[src/rtl/seq_detector_pkg.sv]
// Shared types and helpers for the programmable serial sequence detector.
// The optional match counter is enabled by defining SEQ_DET_MATCH_CNT_EN.
package seq_detector_pkg;

  typedef enum logic [1:0] {
    IDLE   = 2'd0,
    FILL   = 2'd1,
    DETECT = 2'd2
  } state_t;

  localparam int DEF_PAT_W = 8;
  localparam int DEF_CNT_W = 16;
  // Widest pattern the compare helper supports; callers zero-extend into it.
  localparam int MAX_PAT_W = 64;

  function automatic logic masked_match(
    input logic [MAX_PAT_W-1:0] hist,
    input logic [MAX_PAT_W-1:0] pattern,
    input logic [7:0]           len
  );
    logic [MAX_PAT_W-1:0] mask;
    // A shift by the full width yields zero, so len == MAX_PAT_W gives an all-ones mask.
    mask = (MAX_PAT_W'(1) << len) - MAX_PAT_W'(1);
    return ((hist ^ pattern) & mask) == '0;
  endfunction

endpackage

[src/rtl/seq_match_counter.sv]
// Saturating match counter with synchronous clear; a clear coincident
// with an increment leaves the count at one.
module seq_match_counter
  import seq_detector_pkg::*;
#(
  parameter int CNT_W = DEF_CNT_W
) (
  input  logic             clk,
  input  logic             rstn,
  input  logic             clr,
  input  logic             inc,
  output logic [CNT_W-1:0] cnt
);

  always_ff @(posedge clk or negedge rstn) begin
    if (!rstn) begin
      cnt <= '0;
    end else if (clr) begin
      cnt <= inc ? CNT_W'(1) : '0;
    end else if (inc && (cnt != '1)) begin
      cnt <= cnt + CNT_W'(1);
    end
  end

endmodule

[src/rtl/seq_detector_param.sv]
// Runtime-programmable serial pattern detector with overlap / non-overlap modes.
// Define SEQ_DET_MATCH_CNT_EN to build the saturating match counter.
module seq_detector_param
  import seq_detector_pkg::*;
#(
  parameter int PAT_W = DEF_PAT_W,
  parameter int LEN_W = $clog2(PAT_W + 1),
  parameter int CNT_W = DEF_CNT_W
) (
  input  logic             clk,
  input  logic             rstn,
  input  logic             in_valid,
  input  logic             in,
  input  logic             cfg_load,
  input  logic [PAT_W-1:0] cfg_pattern,
  input  logic [LEN_W-1:0] cfg_len,
  input  logic             cfg_overlap,
  input  logic             cnt_clr,
  output logic             out,
  output logic             armed,
  output logic             cfg_err,
  output logic [CNT_W-1:0] match_cnt
);

  state_t           state_reg;
  logic [PAT_W-1:0] pat_reg;
  logic [LEN_W-1:0] len_reg;
  logic             ovl_reg;
  // Only PAT_W-1 bits need storing: the newest bit arrives on `in`.
  logic [PAT_W-2:0] hist_reg;
  logic [LEN_W-1:0] fill_reg;
  logic             out_reg;
  logic             err_reg;

  logic [PAT_W-1:0] hist_next;
  logic [LEN_W-1:0] fill_next;
  logic             match_next;
  logic             cfg_legal;

  assign hist_next  = {hist_reg, in};
  assign fill_next  = (fill_reg == LEN_W'(PAT_W)) ? fill_reg : fill_reg + LEN_W'(1);
  assign match_next = masked_match(MAX_PAT_W'(hist_next), MAX_PAT_W'(pat_reg), 8'(len_reg))
                      && (fill_next >= len_reg);
  assign cfg_legal  = (cfg_len != '0) && (cfg_len <= LEN_W'(PAT_W));

  always_ff @(posedge clk or negedge rstn) begin
    if (!rstn) begin
      state_reg <= IDLE;
      pat_reg   <= '0;
      len_reg   <= '0;
      ovl_reg   <= 1'b0;
      hist_reg  <= '0;
      fill_reg  <= '0;
      out_reg   <= 1'b0;
      err_reg   <= 1'b0;
    end else begin
      out_reg <= 1'b0;
      if (cfg_load) begin
        pat_reg  <= cfg_pattern;
        len_reg  <= cfg_len;
        ovl_reg  <= cfg_overlap;
        hist_reg <= '0;
        fill_reg <= '0;
        if (cfg_legal) begin
          state_reg <= FILL;
        end else begin
          state_reg <= IDLE;
          err_reg   <= 1'b1;
        end
      end else if (in_valid && (state_reg != IDLE)) begin
        hist_reg <= hist_next[PAT_W-2:0];
        if (match_next) begin
          out_reg <= 1'b1;
          if (ovl_reg) begin
            fill_reg  <= fill_next;
            state_reg <= DETECT;
          end else begin
            // Emptying the fill count keeps matched bits out of any later match.
            fill_reg  <= '0;
            state_reg <= FILL;
          end
        end else begin
          fill_reg  <= fill_next;
          state_reg <= (fill_next >= len_reg) ? DETECT : FILL;
        end
      end
    end
  end

  assign out     = out_reg;
  assign armed   = (state_reg != IDLE);
  assign cfg_err = err_reg;

`ifdef SEQ_DET_MATCH_CNT_EN
  seq_match_counter #(
    .CNT_W (CNT_W)
  ) u_match_counter (
    .clk  (clk),
    .rstn (rstn),
    .clr  (cnt_clr),
    .inc  (out_reg),
    .cnt  (match_cnt)
  );
`else
  logic unused_cnt_clr;
  assign unused_cnt_clr = cnt_clr;
  assign match_cnt      = '0;
`endif

endmodule

[config.mk]
export PLATFORM = sky130hd
export DESIGN_NAME = seq_detector_param
export DESIGN_NICKNAME = d
export VERILOG_FILES = /design/src/rtl/seq_detector_pkg.sv /design/src/rtl/seq_match_counter.sv /design/src/rtl/seq_detector_param.sv
export SDC_FILE = /design/constraint.sdc
export NUM_CORES = 1
export LEC_CHECK = 0
export CORE_MARGIN = 2
export CORE_UTILIZATION = 35
export DETAILED_ROUTE_END_ITERATION = 16
export GPL_TIMING_DRIVEN = 0
export PLACE_DENSITY = 0.7
export SLEW_MARGIN = 20
export SYNTH_ARGS = -nofsm -noshare
export SYNTH_HDL_FRONTEND = slang
export SYNTH_SLANG_ARGS = --single-unit
[constraint.sdc]
create_clock -name clk -period 3.9 [get_ports clk]
set_input_delay 0.39 -clock clk [delete_from_list [all_inputs] [get_ports clk]]
set_output_delay 0.39 -clock clk [all_outputs]
set_load 0.05 [all_outputs]
==> reports/results.ini <==
[logic_synthesis]
netlist_area_mm2 = 0.00157
synth_top_area_cell = dfrtp_1
avgSynthCellArea_um2 = 10.7
yosys_warnings = 0
synth_ff_type = dfrtp_1
ys_top_cells_by_area = dfrtp_1, buf_4, mux2_2
synth_cell_types = 32
ys_seq_area_share_pct = 44.7
syn_inst = 146
ys_ff_latch = 28
yosysTopAreaCellShare_pct = 44.7
synth_edf_count = 0
async_flop_share_pct = 100

[critical_path]
crit_path_end_kind = flip-flop
cp-start-kind = flip-flop
cp_num_buf_inv = 1
crit_required_ns = 4.05
worstPathCellList = buf_4 > or4_1 > ha_1 > a2bb2oi_1 > o221ai_2 > nor4b_4 > o22ai_1
rr_worst_depth = 7
cp_max_fo = 9
cp_top_family = simple AND/OR/NAND/NOR gates
cp_slowest_cell = or4_1
regToRegSetupSlack_ns = 1.53
critPathArrivalTime_ns = 2.53
r2r-end = fill_reg[1]
cp_num_cells = 7
r2r-start = len_reg[3]
critical_path.max_stage_delay_ns = 0.54
crit_type = flip-flop to flip-flop

[clocking]
cts_max_level = 1
tritoncts = done
cts_root_buf = clkbuf_8
hold_buffers = 0
cts_setup_buffers = 0
clk_path_buf_depth = 2
cts_resized = 0
clk_pin_slew_ns = 0.10
numCtsBuffers = 3
clock_sinks = 28
worst_skew_pair.late_latency_ns = 0.28

[grt]
grt_first_pass_wirelength_um = 4910
antenna_found_initial = 0
globalRoute.totalOverflow = 0
use_met3_pct = 2.14
use_met2_pct = 19.8
grtUsageTotal_pct = 12.4
first_global_vias = 1088
grt_use_met1_pct = 16.7
grt_max_degree = 29
busiest_layer = met2

[sta]
hold_viol_final = 0
fin_crit_sh_pct = 60.8
setup_violations = 0
min_period_ns = 2.37
relSlewSlack_pct = 58.2
tightest_slew_ns = 0.627
report.final.slew_viol_count = 0
clock_skew_ns = 0.00868
tns_ns = 0
rsz0062_at_grt = no
fmaxAchievable_mhz = 422

[placement]
port_buffers = 20
finalWeightedCongestion = 0.750
dp_hpwl_um = 2180

[floorplan]
pin_count = 38
placeableCoreArea_mm2 = 0.00432
die-area_mm2 = 0.00503
start_util_pct = 36.3
die_w_um = 71.0
rows = 24
die_h_um = 71.0

[power]
max-vdd-ir-drop_v = 0.000165
powerDensity_mw_per_mm2 = 400
power.total_mw = 0.775
p_leak_nw = 0.884

[final_layout]
fill_cells = 428
layout_commonest_cell = dfrtp_1
layout_common_cells = dfrtp_1, clkdlybuf4s50_1, buf_4, conb_1, nand2_1
syn2layout_area_growth_pct = 23.7
layout.nets = 212
n_antenna_cell = 0
drive_gt1_share_pct = 21.1
largest_register_ffs = 8

[route]
postRouteAntennaNets = 0
first_pass_iters = 4
drc_errors = 0
vias = 1088
drt-initial-drc-count = 76
wl_per_cell_um = 12.1
routed_wl_um = 2860
viasPerCell = 4.59

[min_path]
min_path_type = input port to asynchronous set/reset pin

[run]
maxCapViolCount = 0

[status]
status = finished, final reports clean

## area by class of cell
class	instances	area, um2	share of cell area [%]
Multi-Input combinational cell	105	756	38.9
Sequential cell	28	701	36.1
Timing Repair Buffer	20	195	10.1
Buffer	21	143	7.35
Tap cell	52	65.1	3.35
Clock buffer	4	55.1	2.84
Inverter	7	26.3	1.35
## where the power goes
group / switching, mW / leakage (nW) / internal (mW)
logic: 0.140 / 0.505 / 0.106
registers: 0.0266 / 0.350 / 0.322
clock network: 0.0906 / 0.0288 / 0.0905
## worst max path at each step
stage / from / endpoint / slack, ns
floorplan: len_reg[3] / fill_reg[1] / 1.76
global placement: len_reg[3] / fill_reg[2] / 1.61
detailed placement: len_reg[3] / fill_reg[1] / 1.56
CTS: len_reg[3] / fill_reg[1] / 1.53
global route: len_reg[3] / fill_reg[1] / 1.37
finish: len_reg[3] / fill_reg[1] / 1.53
## stage by stage
stage / worst slack [ns] / hold slack (ns) / area (um2) / cells / utilization (%)
floorplan: 1.76 / 0.0944 / 1630 / 161 / -
CTS: 1.53 / 0.145 / 1940 / 237 / 44.9
global placement: 1.61 / 0.455 / 1890 / 233 / 43.7
global route: 1.37 / 0.171 / 1940 / 237 / 44.9
detailed placement: 1.56 / 0.456 / 1890 / 233 / 43.6
finish: 1.53 / 0.111 / 1940 / 237 / 44.9
## worst register-to-register path, stage by stage (launching register included)
cell and delay (ns):
dfrtp_1 0.37, buf_4 0.16, or4_1 0.55, ha_1 0.31, a2bb2oi_1 0.20, o221ai_2 0.16
nor4b_4 0.36, o22ai_1 0.14
## layer usage
layer | vias up | share of wire (%)
met5 | - | 0
met4 | 0 | 1.1
met3 | 3 | 4.9
met2 | 26 | 46
met1 | 503 | 48
li1 | 556 | -
## kinds of logic (layout without fill, tap and decap cells)
group	after synthesis	count (layout)	share of synthesized area (%)
xor+xnor	12	12	6.70
flops	28	28	44.7
fa+ha+maj	7	7	5.58
simple gates	32	32	11.6
mux	10	10	7.18
compound gates	28	28	13.3
other cells	1	16	0.239
buf+inv	28	52	10.8
## Yosys cell counts (all sizes together), types with 5 or more instances
library cell and instances:
mux2 10, o21ai 8, nand2 13, ha 7
a22o 7, dfrtp 28, inv 7, xor2 7
xnor2 5, buf 17
No activity file was read; power rests on OpenSTA's default activity.
